## src/rtl/dut_io_sequencer_pkg.sv

```systemverilog
// Shared definitions for the DUT I/O sequencer: FSM state encodings,
// lane access mode, and the word-count / index-width helpers.
package dut_io_sequencer_pkg;

    // FSM states, 3-bit encoding shared with the unpack-side tooling
    typedef enum logic [2:0] {
        ST_IDLE   = 3'd0,
        ST_LOAD   = 3'd1,
        ST_START  = 3'd2,
        ST_WAIT   = 3'd3,
        ST_RD_REQ = 3'd4,
        ST_RD_CAP = 3'd5,
        ST_SEND   = 3'd6
    } state_e;

    // Lane access mode: 0 selects addressed word access
    localparam logic MODE_ADDRESSED = 1'b0;

    // Number of 32-bit words needed to carry a vector of the given width
    function automatic int words_from_width(input int width);
        return (width + 31) / 32;
    endfunction

    // Index counter width: never narrower than one bit
    function automatic int idx_width(input int n);
        return (n > 1) ? $clog2(n) : 1;
    endfunction

endpackage

```

## src/rtl/dut_io_word_counter.sv

```systemverilog
// Saturating word index counter: counts 0..N-1, holds at N-1,
// synchronous clear, asynchronous active-low reset.
module dut_io_word_counter
    import dut_io_sequencer_pkg::*;
#(
    parameter int N = 8,
    parameter int W = idx_width(N)
) (
    input  logic         i_clk,
    input  logic         i_rst_n,
    input  logic         i_inc,
    input  logic         i_clr,
    output logic [W-1:0] o_count,
    output logic         o_at_last
);

    localparam logic [W-1:0] LAST_IDX = W'(N - 1);

    logic [W-1:0] r_count;

    // Index register: clear wins over increment, increment stops at the last word
    always_ff @(posedge i_clk or negedge i_rst_n) begin
        if (!i_rst_n) begin
            r_count <= '0;
        end else if (i_clr) begin
            r_count <= '0;
        end else if (i_inc && (r_count != LAST_IDX)) begin
            r_count <= r_count + W'(1);
        end else begin
            r_count <= r_count;
        end
    end

    assign o_count   = r_count;
    assign o_at_last = (r_count == LAST_IDX);

endmodule

```

## src/rtl/dut_io_sequencer.sv

```systemverilog
// Initiator-side sequencer for the DUT I/O unpack block: loads input lanes
// from a word stream, pulses dut_start, waits for dut_done, then reads the
// output lanes back as a word stream with a last flag.
// Optional feature macro: DUT_IOSEQ_TIMEOUT_EN adds a WAIT watchdog and the
// sticky timeout_err output (TIMEOUT_CYCLES parameter exists only then).
module dut_io_sequencer
    import dut_io_sequencer_pkg::*;
#(
    parameter int DUT_INPUT_WIDTH  = 256,
    parameter int DUT_OUTPUT_WIDTH = 256
`ifdef DUT_IOSEQ_TIMEOUT_EN
    ,
    parameter int TIMEOUT_CYCLES   = 1024
`endif
) (
    input  logic        clk,
    input  logic        reset,
    input  logic [31:0] s_word_data,
    input  logic        s_word_valid,
    output logic        s_word_ready,
    output logic [31:0] m_word_data,
    output logic        m_word_valid,
    input  logic        m_word_ready,
    output logic        m_word_last,
    output logic [31:0] dut_input_vec_addr,
    output logic [31:0] dut_input_vec_from_axi,
    output logic        input_vec_en,
    output logic        input_vec_mode,
    output logic [31:0] dut_output_vec_addr,
    input  logic [31:0] dut_output_vec_to_axi,
    output logic        output_vec_en,
    output logic        output_vec_mode,
    output logic        dut_start,
    input  logic        dut_done,
    output logic        busy
`ifdef DUT_IOSEQ_TIMEOUT_EN
    ,
    output logic        timeout_err
`endif
);

    localparam int IN_WORDS  = words_from_width(DUT_INPUT_WIDTH);
    localparam int OUT_WORDS = words_from_width(DUT_OUTPUT_WIDTH);
    localparam int IN_W      = idx_width(IN_WORDS);
    localparam int OUT_W     = idx_width(OUT_WORDS);

    state_e      r_state;
    logic        r_s_ready;
    logic        r_in_en;
    logic [31:0] r_in_addr;
    logic [31:0] r_in_data;
    logic        r_out_en;
    logic [31:0] r_out_addr;
    logic        r_start;
    logic [31:0] r_m_data;
    logic        r_m_valid;
    logic        r_m_last;
    logic        r_busy;

    logic [IN_W-1:0]  w_in_idx;
    logic [OUT_W-1:0] w_out_idx;
    logic             w_in_last;
    logic             w_out_last;
    logic             w_in_hs;
    logic             w_m_hs;
    logic             w_done_seen;
    logic             w_to_expire;
    logic             w_in_clr;
    logic             w_out_inc;

`ifdef DUT_IOSEQ_TIMEOUT_EN
    localparam int               TO_W    = idx_width(TIMEOUT_CYCLES);
    localparam logic [TO_W-1:0]  TO_LAST = TO_W'(TIMEOUT_CYCLES - 1);
    logic [TO_W-1:0] r_to_cnt;
    logic            r_timeout_err;
    assign w_to_expire = (r_state == ST_WAIT) && !r_start && !dut_done
                         && (r_to_cnt == TO_LAST);
    assign timeout_err = r_timeout_err;
`else
    assign w_to_expire = 1'b0;
`endif

    // ready is only ever high in IDLE/LOAD, valid only in SEND
    assign w_in_hs     = s_word_valid & r_s_ready;
    assign w_m_hs      = r_m_valid & m_word_ready;
    assign w_done_seen = (r_state == ST_WAIT) && !r_start && dut_done;
    assign w_in_clr    = (w_m_hs && w_out_last) || w_to_expire;
    assign w_out_inc   = w_m_hs && !w_out_last;

    dut_io_word_counter #(.N(IN_WORDS), .W(IN_W)) u_in_idx (
        .i_clk     (clk),
        .i_rst_n   (reset),
        .i_inc     (w_in_hs),
        .i_clr     (w_in_clr),
        .o_count   (w_in_idx),
        .o_at_last (w_in_last)
    );

    dut_io_word_counter #(.N(OUT_WORDS), .W(OUT_W)) u_out_idx (
        .i_clk     (clk),
        .i_rst_n   (reset),
        .i_inc     (w_out_inc),
        .i_clr     (w_done_seen),
        .o_count   (w_out_idx),
        .o_at_last (w_out_last)
    );

    // Sequencer FSM with all stream/lane outputs registered
    always_ff @(posedge clk or negedge reset) begin
        if (!reset) begin
            r_state    <= ST_IDLE;
            r_s_ready  <= 1'b0;
            r_in_en    <= 1'b0;
            r_in_addr  <= 32'd0;
            r_in_data  <= 32'd0;
            r_out_en   <= 1'b0;
            r_out_addr <= 32'd0;
            r_start    <= 1'b0;
            r_m_data   <= 32'd0;
            r_m_valid  <= 1'b0;
            r_m_last   <= 1'b0;
            r_busy     <= 1'b0;
`ifdef DUT_IOSEQ_TIMEOUT_EN
            r_to_cnt      <= '0;
            r_timeout_err <= 1'b0;
`endif
        end else begin
            // strobes default low so each lasts exactly one cycle
            r_in_en  <= 1'b0;
            r_out_en <= 1'b0;
            r_start  <= 1'b0;
            case (r_state)
                ST_IDLE, ST_LOAD: begin
                    if (w_in_hs) begin
                        r_in_en   <= 1'b1;
                        r_in_addr <= 32'(w_in_idx);
                        r_in_data <= s_word_data;
                        r_busy    <= 1'b1;
`ifdef DUT_IOSEQ_TIMEOUT_EN
                        if (r_state == ST_IDLE) begin
                            r_timeout_err <= 1'b0;
                        end else begin
                            r_timeout_err <= r_timeout_err;
                        end
`endif
                        if (w_in_last) begin
                            r_state   <= ST_START;
                            r_s_ready <= 1'b0;
                        end else begin
                            r_state   <= ST_LOAD;
                            r_s_ready <= 1'b1;
                        end
                    end else begin
                        r_s_ready <= 1'b1;
                        r_busy    <= (r_state != ST_IDLE);
                    end
                end
                ST_START: begin
                    // final write strobe is visible now; start follows it
                    r_state <= ST_WAIT;
                    r_start <= 1'b1;
`ifdef DUT_IOSEQ_TIMEOUT_EN
                    r_to_cnt <= '0;
`endif
                end
                ST_WAIT: begin
                    if (r_start) begin
                        r_state <= ST_WAIT;
                    end else if (dut_done) begin
                        r_state    <= ST_RD_REQ;
                        r_out_en   <= 1'b1;
                        r_out_addr <= 32'd0;
                    end else begin
`ifdef DUT_IOSEQ_TIMEOUT_EN
                        if (w_to_expire) begin
                            r_state       <= ST_IDLE;
                            r_timeout_err <= 1'b1;
                            r_s_ready     <= 1'b1;
                            r_busy        <= 1'b0;
                        end else begin
                            r_to_cnt <= r_to_cnt + TO_W'(1);
                        end
`else
                        r_state <= ST_WAIT;
`endif
                    end
                end
                ST_RD_REQ: begin
                    r_state <= ST_RD_CAP;
                end
                ST_RD_CAP: begin
                    // lane data is valid the cycle after the read strobe
                    r_m_data  <= dut_output_vec_to_axi;
                    r_m_valid <= 1'b1;
                    r_m_last  <= w_out_last;
                    r_state   <= ST_SEND;
                end
                ST_SEND: begin
                    if (m_word_ready) begin
                        r_m_valid <= 1'b0;
                        r_m_last  <= 1'b0;
                        if (w_out_last) begin
                            r_state   <= ST_IDLE;
                            r_s_ready <= 1'b1;
                            r_busy    <= 1'b0;
                        end else begin
                            r_state    <= ST_RD_REQ;
                            r_out_en   <= 1'b1;
                            r_out_addr <= 32'(w_out_idx) + 32'd1;
                        end
                    end else begin
                        r_state <= ST_SEND;
                    end
                end
                default: begin
                    r_state   <= ST_IDLE;
                    r_s_ready <= 1'b0;
                    r_m_valid <= 1'b0;
                    r_m_last  <= 1'b0;
                    r_busy    <= 1'b0;
                end
            endcase
        end
    end

    assign s_word_ready           = r_s_ready;
    assign m_word_data            = r_m_data;
    assign m_word_valid           = r_m_valid;
    assign m_word_last            = r_m_last;
    assign dut_input_vec_addr     = r_in_addr;
    assign dut_input_vec_from_axi = r_in_data;
    assign input_vec_en           = r_in_en;
    assign input_vec_mode         = MODE_ADDRESSED;
    assign dut_output_vec_addr    = r_out_addr;
    assign output_vec_en          = r_out_en;
    assign output_vec_mode        = MODE_ADDRESSED;
    assign dut_start              = r_start;
    assign busy                   = r_busy;

endmodule

```

## config.mk

```make
export PLATFORM = sky130hd
export DESIGN_NAME = dut_io_sequencer
export DESIGN_NICKNAME = d
export VERILOG_FILES = /design/src/rtl/dut_io_sequencer_pkg.sv /design/src/rtl/dut_io_word_counter.sv /design/src/rtl/dut_io_sequencer.sv
export SDC_FILE = /design/constraint.sdc
export NUM_CORES = 1
export LEC_CHECK = 0
export BUFFER_PORTS_ARGS = -buffer_cell sky130_fd_sc_hd__buf_2
export CORE_MARGIN = 2
export CORE_UTILIZATION = 49
export DETAILED_ROUTE_END_ITERATION = 6
export PLACE_DENSITY = 0.85
export SKIP_CTS_REPAIR_TIMING = 1
export SYNTH_ARGS = -nofsm -noshare
export SYNTH_HDL_FRONTEND = slang
export SYNTH_SLANG_ARGS = --single-unit
```

## constraint.sdc

```tcl
create_clock -name clk -period 4 [get_ports clk]
set_clock_uncertainty 0.2 [all_clocks]
set_input_delay 0.8 -clock clk [delete_from_list [all_inputs] [get_ports clk]]
set_output_delay 0.8 -clock clk [all_outputs]
set_load 0.02 [all_outputs]
```

==> out/results.ini, run 1 <==
[synthesis]
post-synth-top-area-cell=dfrtp_1
ys_seq_elements=87
syn_inst=301
yosysWarnings=0
synth_area_um2=4050
synthTopCellsByArea=dfrtp_1 54%, buf_4 11%, mux2_2 10%
async_flop_share_pct=100
synth_area_per_cell_um2=13.5
synth_cell_types=42
synth_top_area_share_pct=53.7
synth_flop_cell=dfrtp_1
yosysMostFrequentCell=dfrtp_1
synthTopCellsByCount=87 x dfrtp_1, 61 x buf_4, 37 x mux2_2, 30 x mux2_1
synth_edf_count=0
synth-seq-area-share_pct=53.7

[setup_path]
end_kind=flip-flop
cp.required_ps=4030
worstPathMaxFanout=33
r2r_cells=5
reg2reg_slack_ps=1770
start_kind=flip-flop
crit_arrival_ps=2260
worstSetupPathType=flip-flop to flip-flop

[timing]
rsz0062_at_grt=false
finalHoldViolations=0
final-max-slew-violation-count=0
fin_crit_sh_pct=55.9
setup_violations=0
relSlewSlack_pct=28.7
finalCriticalPeriod_ps=2230
fmax_mhz=448
setup_tns_ps=0
worst_pin_slew_ps=1070
hold_ws_ps=284

[grt]
grt_max_degree=88
grt.overflow.total=0
antenna_found_initial=0
track_usage_pct=16.2
grt_pass1_wl_mm=11.2
grt_pass1_vias=2389

[final_layout]
drive_above_1_share_pct=45.6
nNetsFinal=523
area_growth_pct=17.6
antenna_cells=0

[power]
peakVddDrop_mv=0.291
power_w=0.00386
p_leak_nw=2.49
powerDensity_nw_per_um2=809

[clock_tree]
clk_latency_ps=350
numCtsBuffers=9
path_clk_slew_ps=100
tritoncts=built
clock_sinks=87
clockBufferDepth=2
cts_root_buf=clkbuf_8
htree_levels=3

[floorplanning]
initial_core_util_pct=49.8
die_area_um2=9010
fp-row-count=33
dieWidth_um=94.9
boundaryPins=206
core_um2=8130
die_h_um=94.9

[placement]
numPortBuffers=146
place.gp.congestion=0.829
hpwlAfterDp_mm=5.76

[min_path]
hold_depth=1
hold_class=flip-flop to flip-flop

[drt]
drtIter0Drc=70
routed_wl_mm=7.66
ant_nets=0
vias=2626
viasPerCell=4.71
wl_per_cell_um=13.8
first_pass_iters=5
drc_errors=0

[job]
maxCapViolations=0

[status]
status=completed

## report_power, final
part	leakage [nW]	internal [W]	switching [W]
logic	1.36	0.000699	0.00102
clock network	0.0952	0.000235	0.000332
registers	1.04	0.00131	0.000260
total	2.49	0.00224	0.00161
## through the flow
stage / util [%] / cells / instance area [um^2] / setup slack [ps]
after floorplan: - / 359 / 4270 / 2090
after global placement: 56.4 / 541 / 4590 / 1900
after detailed placement: 56.4 / 541 / 4590 / 1800
after CTS: 58.6 / 557 / 4760 / 1780
after global routing: 58.6 / 557 / 4760 / 1670
final: 58.6 / 557 / 4760 / 1770
## layout make-up
type                            count  area (um^2)
Clock inverter                      7         53.8
Fill cell                         672         3370
Inverter                            7         28.8
Tap cell                          105          131
Clock buffer                        9          124
Multi-Input combinational cell    196         1520
Timing Repair Buffer              146          733
Sequential cell                    87         2180
## sequential cells by signal (all words and copies together), names as in the netlist, 3 cells and up
register	flops
dut_output_vec_addr	4
u_out_idx.o_count	3
u_in_idx.o_count	3
r_state	3
m_word_data	32
dut_input_vec_from_axi	32
dut_input_vec_addr	3
## routing by layer
layer | vias up | GRT usage (%) | part of all wire (%)
li1 | 1207 | - | -
met1 | 1281 | 18.8 | 39
met2 | 126 | 28.8 | 52
met3 | 12 | 3.91 | 7.0
met4 | 0 | 6.04 | 1.6
met5 | - | 0 | 0
## logic make-up after synthesis
| family | after synthesis | share of synthesized area [%] |
|---|---|---|
| compound gates | 25 | 4.75 |
| fa+ha+maj | 7 | 2.16 |
| xor+xnor | 2 | 0.432 |
| mux | 71 | 19.6 |
| simple gates | 32 | 5.00 |
| flops | 87 | 53.7 |
| other cells | 1 | 0.0925 |
| buf+inv | 76 | 14.2 |
## critical path: stages (launching register included)
cell,delay [ps]
dfrtp_1,510
inv_1,180
ha_1,320
nand3_4,160
inv_4,350
mux2_2,380
## cells in the final DEF (no fill, tap or decap), types with 6 or more instances in the layout
| cell type | instances |
|---|---|
| nor2_1 | 8 |
| mux2_1 | 30 |
| conb_1 | 59 |
| buf_2 | 145 |
| inv_1 | 6 |
| ha_1 | 7 |
| dfrtp_1 | 87 |
| clkbuf_8 | 9 |
| mux2_2 | 37 |
## worst paths after layout
kind	from	to
max in group asynchronous	reset	m_word_last
worst max register to register	r_state[1]	dut_input_vec_from_axi[13]
min in group asynchronous	reset	dut_input_vec_from_axi[18]
worst min-delay path	dut_input_vec_from_axi[16]	dut_input_vec_from_axi[16]
worst max-delay path	r_state[1]	dut_input_vec_from_axi[13]
worst min register to register	dut_input_vec_from_axi[16]	dut_input_vec_from_axi[16]
Note: power is estimated with default switching activity, not from simulation.
==> run 2, diff against run 1 <==
- CORE_UTILIZATION: 49 -> 41
- PLACE_DENSITY: 0.85 -> 0.76
- clock period: 4 -> 1.8 ns (I/O delays scaled with it)
==> out/results.ini, run 2 (synthesis results as in run 1) <==
[status]
status=completed

[floorplanning]
boundaryPins=206
core_um2=9680
initial_core_util_pct=41.8
dieWidth_um=103
die_area_um2=10700
fp-row-count=36
die_h_um=103

[clock_tree]
htree_levels=3
numCtsBuffers=9
clockBufferDepth=2
clk_latency_ps=340
path_clk_slew_ps=80
clock_sinks=87
cts_root_buf=clkbuf_8
tritoncts=built

[power]
powerDensity_nw_per_um2=1790
peakVddDrop_mv=0.771
p_leak_nw=2.60

[min_path]
min_to=m_word_data[27]
hold_depth=2
holdCritStartpoint=dut_output_vec_to_axi[27]
hold_class=input pin to flip-flop

[final_layout]
multi_input_area_um2=1550
nNetsFinal=536
stdcell_count=597
area_growth_pct=23.6
final_cell_mix=145 x buf_2, 86 x dfrtp_1, 59 x conb_1, 37 x mux2_2, 30 x mux2_1
fill_cells=881
antenna_cells=0
drive_above_1_share_pct=47.2
seq_area_um2=2180
final_common_cell=buf_2

[timing]
finalCriticalPeriod_ps=1730
finalHoldViolations=0
fmax_mhz=577
rsz0062_at_grt=false
fin_crit_sh_pct=96.2
setup_tns_ps=0
final-max-slew-violation-count=0
setup_violations=0
hold_ws_ps=26.8

[drt]
first_pass_iters=4
viasPerCell=4.43
vias=2644
wl_per_cell_um=13.3
drc_errors=0
routed_wl_mm=7.93
ant_nets=0
drtIter0Drc=65

[setup_path]
reg2reg_slack_ps=70
end_kind=flip-flop
start_kind=flip-flop
crit_arrival_ps=1750
r2r_cells=6
worstSetupPathType=flip-flop to flip-flop
worstPathMaxFanout=10
timing.rr.start=r_state[1]
r2r-end=dut_input_vec_from_axi[27]
cp.required_ps=1820

[grt]
grt.overflow.total=0
grt_pass1_vias=2481
grt_pass1_wl_mm=11.1
antenna_found_initial=0
track_usage_pct=13.5
grt_max_degree=88

[placement]
dp_cells=579
numPortBuffers=146
hpwlAfterDp_mm=5.68
place.gp.congestion=0.789

[job]
maxCapViolations=0

[run 2: cell type report]
cell class | instances | share of cell area (%)
Clock buffer | 12 | 2.90
Clock inverter | 3 | 1.35
Sequential cell | 87 | 43.5
Multi-Input combinational cell | 197 | 31.0
Timing Repair Buffer | 158 | 17.3
Tap cell | 133 | 3.32
Inverter | 7 | 0.674
[run 2: worst max-delay path, cell delays in order, from the launching register on]
cell	delay (ps)
dfrtp_2	460
inv_4	90
ha_4	170
nand3_4	90
inv_6	110
clkbuf_16	160
mux2_1	320
[run 2: report_power, final]
| part | switching [W] | leakage [nW] | internal (W) |
|---|---|---|---|
| clock | 0.000653 | 0.103 | 0.000814 |
| combinational | 0.00238 | 1.46 | 0.00170 |
| sequential | 0.000501 | 1.03 | 0.00291 |
| total | 0.00354 | 2.60 | 0.00543 |
[run 2: worst max path at each step]
| stage | endpoint | depth (start not counted) | start | slack (ps) |
|---|---|---|---|---|
| after CTS | r_state[1] | 5 | r_state[2] | 20 |
| after detailed placement | r_state[1] | 5 | r_state[2] | 40 |
| after global routing | dut_input_vec_from_axi[5] | 6 | r_state[1] | 10 |
| final | dut_input_vec_from_axi[27] | 6 | r_state[1] | 70 |
| after floorplan | dut_input_vec_from_axi[0] | 7 | r_state[2] | 20 |
| after global placement | dut_output_vec_addr[1] | 5 | u_out_idx.o_count[0] | 90 |
[run 2: metal layers]
metal	up-vias	GRT usage [%]	wire length [um]
met3	9	3.63	558
met2	113	23.1	4070
met1	1290	15.8	3210
met5	-	0	0
li1	1232	-	-
met4	0	6.07	89
[run 2: through the flow]
stage	cell area (um^2)	power (W)	setup slack (ps)	util (%)
detailed placement	4730	0.00750	40.7	48.9
global route	5010	0.00959	12.2	51.7
finish	5010	0.00896	67.6	51.7
global placement	4730	0.00736	89.1	48.9
CTS	4950	0.00900	18.1	51.1
floorplan	4280	0.00623	15.4	-
==> run 3, diff against run 2 <==
- CORE_UTILIZATION: 41 -> 43
- CTS_BUF_LIST: unset -> sky130_fd_sc_hd__clkbuf_8
- PLACE_DENSITY: 0.76 -> 0.79
==> out/results.ini, run 3 (synthesis results as in run 1) <==
[final_layout]
stdcell_count=576
final_cell_mix=145 x buf_2, 87 x dfrtp_1, 59 x conb_1, 37 x mux2_2, 30 x mux2_1
drive_above_1_share_pct=47.3
final_common_cell=buf_2
nNetsFinal=536
antenna_cells=0
fin_util_pct=53.9
area_growth_pct=22.3

[min_path]
hold_depth=2
hold_class=input pin to flip-flop
holdCritStartpoint=s_word_data[6]
min_to=dut_input_vec_from_axi[6]

[clock_tree]
tritoncts=built
clk_latency_ps=340
htree_levels=3
clock_sinks=87
clockBufferDepth=2
numCtsBuffers=9
path_clk_slew_ps=80
cts_root_buf=clkbuf_8

[placement]
dp_cells=554
place_ws_ps=35.5
numPortBuffers=146
hpwlAfterDp_mm=5.56
place.gp.congestion=0.816

[timing]
fmax_mhz=581
finalCriticalPeriod_ps=1720
final-max-slew-violation-count=0
fin_ws_ps=78.7
hold_ws_ps=27.8
fin_crit_sh_pct=95.6
setup_tns_ps=0
setup_violations=0
rsz0062_at_grt=false
finalHoldViolations=0

[grt]
grt_pass1_wl_mm=11.5
grt_max_degree=88
grt.overflow.total=0
grt_pass1_vias=2511
antenna_found_initial=0
track_usage_pct=14.1

[setup_path]
path_cells=inv_1, ha_4, nand3_4, inv_4, clkbuf_16, mux2_1
cp_top_family=buffers and inverters
cp.required_ps=1830
end_kind=flip-flop
start_kind=flip-flop
cp_slowest_cell=dfrtp_1
worstSetupPathType=flip-flop to flip-flop
critPathBufInv=3
crit_arrival_ps=1750
slowest_delay_ps=380
worstPathMaxFanout=13
r2r_cells=6
r2r-end=dut_input_vec_from_axi[19]
timing.rr.start=r_state[2]
reg2reg_slack_ps=80

[floorplanning]
die_h_um=101
initial_core_util_pct=44.1
fp-row-count=35
die_area_um2=10200
core_um2=9200
dieWidth_um=101
boundaryPins=206

[drt]
first_pass_iters=4
ant_nets=0
wl_per_cell_um=13.1
drtIter0Drc=52
routed_wl_mm=7.55
viasPerCell=4.59
drc_errors=0
vias=2643

[power]
p_leak_nw=2.59
peakVddDrop_mv=0.765
powerDensity_nw_per_um2=1780

[job]
maxCapViolations=0

[status]
status=completed

[run 3: power breakdown]
group / internal, W / switching, W / total [W]
combinational: 0.00173 / 0.00235 / 0.00408
clock: 0.000663 / 0.000640 / 0.00130
sequential: 0.00291 / 0.000511 / 0.00342
total: 0.00530 / 0.00350 / 0.00880
[run 3: cell type report]
class | count | area, um^2
fill | 780 | 4240
clock inverter | 6 | 52.6
multi-input combinational | 196 | 1530
tap | 111 | 139
sequential | 87 | 2180
timing repair buffer | 159 | 888
clock buffer | 10 | 138
inverter | 7 | 28.8
[run 3: worst max-delay path by stage]
stage,startpoint,to,slack [ps],cells after the start
finish,r_state[2],dut_input_vec_from_axi[19],80,6
global route,u_out_idx.o_count[0],u_out_idx.o_count[0],10,5
CTS,u_out_idx.o_count[0],dut_output_vec_addr[2],30,5
detailed placement,u_out_idx.o_count[0],dut_output_vec_addr[2],40,5
global placement,u_out_idx.o_count[0],dut_output_vec_addr[2],110,5
floorplan,r_state[2],dut_input_vec_from_axi[0],20,7
[run 3: through the flow]
stage / cell area [um^2] / power (W)
after floorplan: 4280 / 0.00623
final: 4960 / 0.00880
after detailed placement: 4700 / 0.00748
after global routing: 4960 / 0.00940
after global placement: 4700 / 0.00733
after CTS: 4890 / 0.00882
[run 3: layer usage]
| metal | vias to the layer above | global-route usage, % | share of wire (%) |
|---|---|---|---|
| met1 | 1266 | 17.1 | 42 |
| met3 | 10 | 5.20 | 9.2 |
| met2 | 131 | 22.7 | 47 |
| met4 | 0 | 6.03 | 1.2 |
| met5 | - | 0 | 0 |
| li1 | 1236 | - | - |
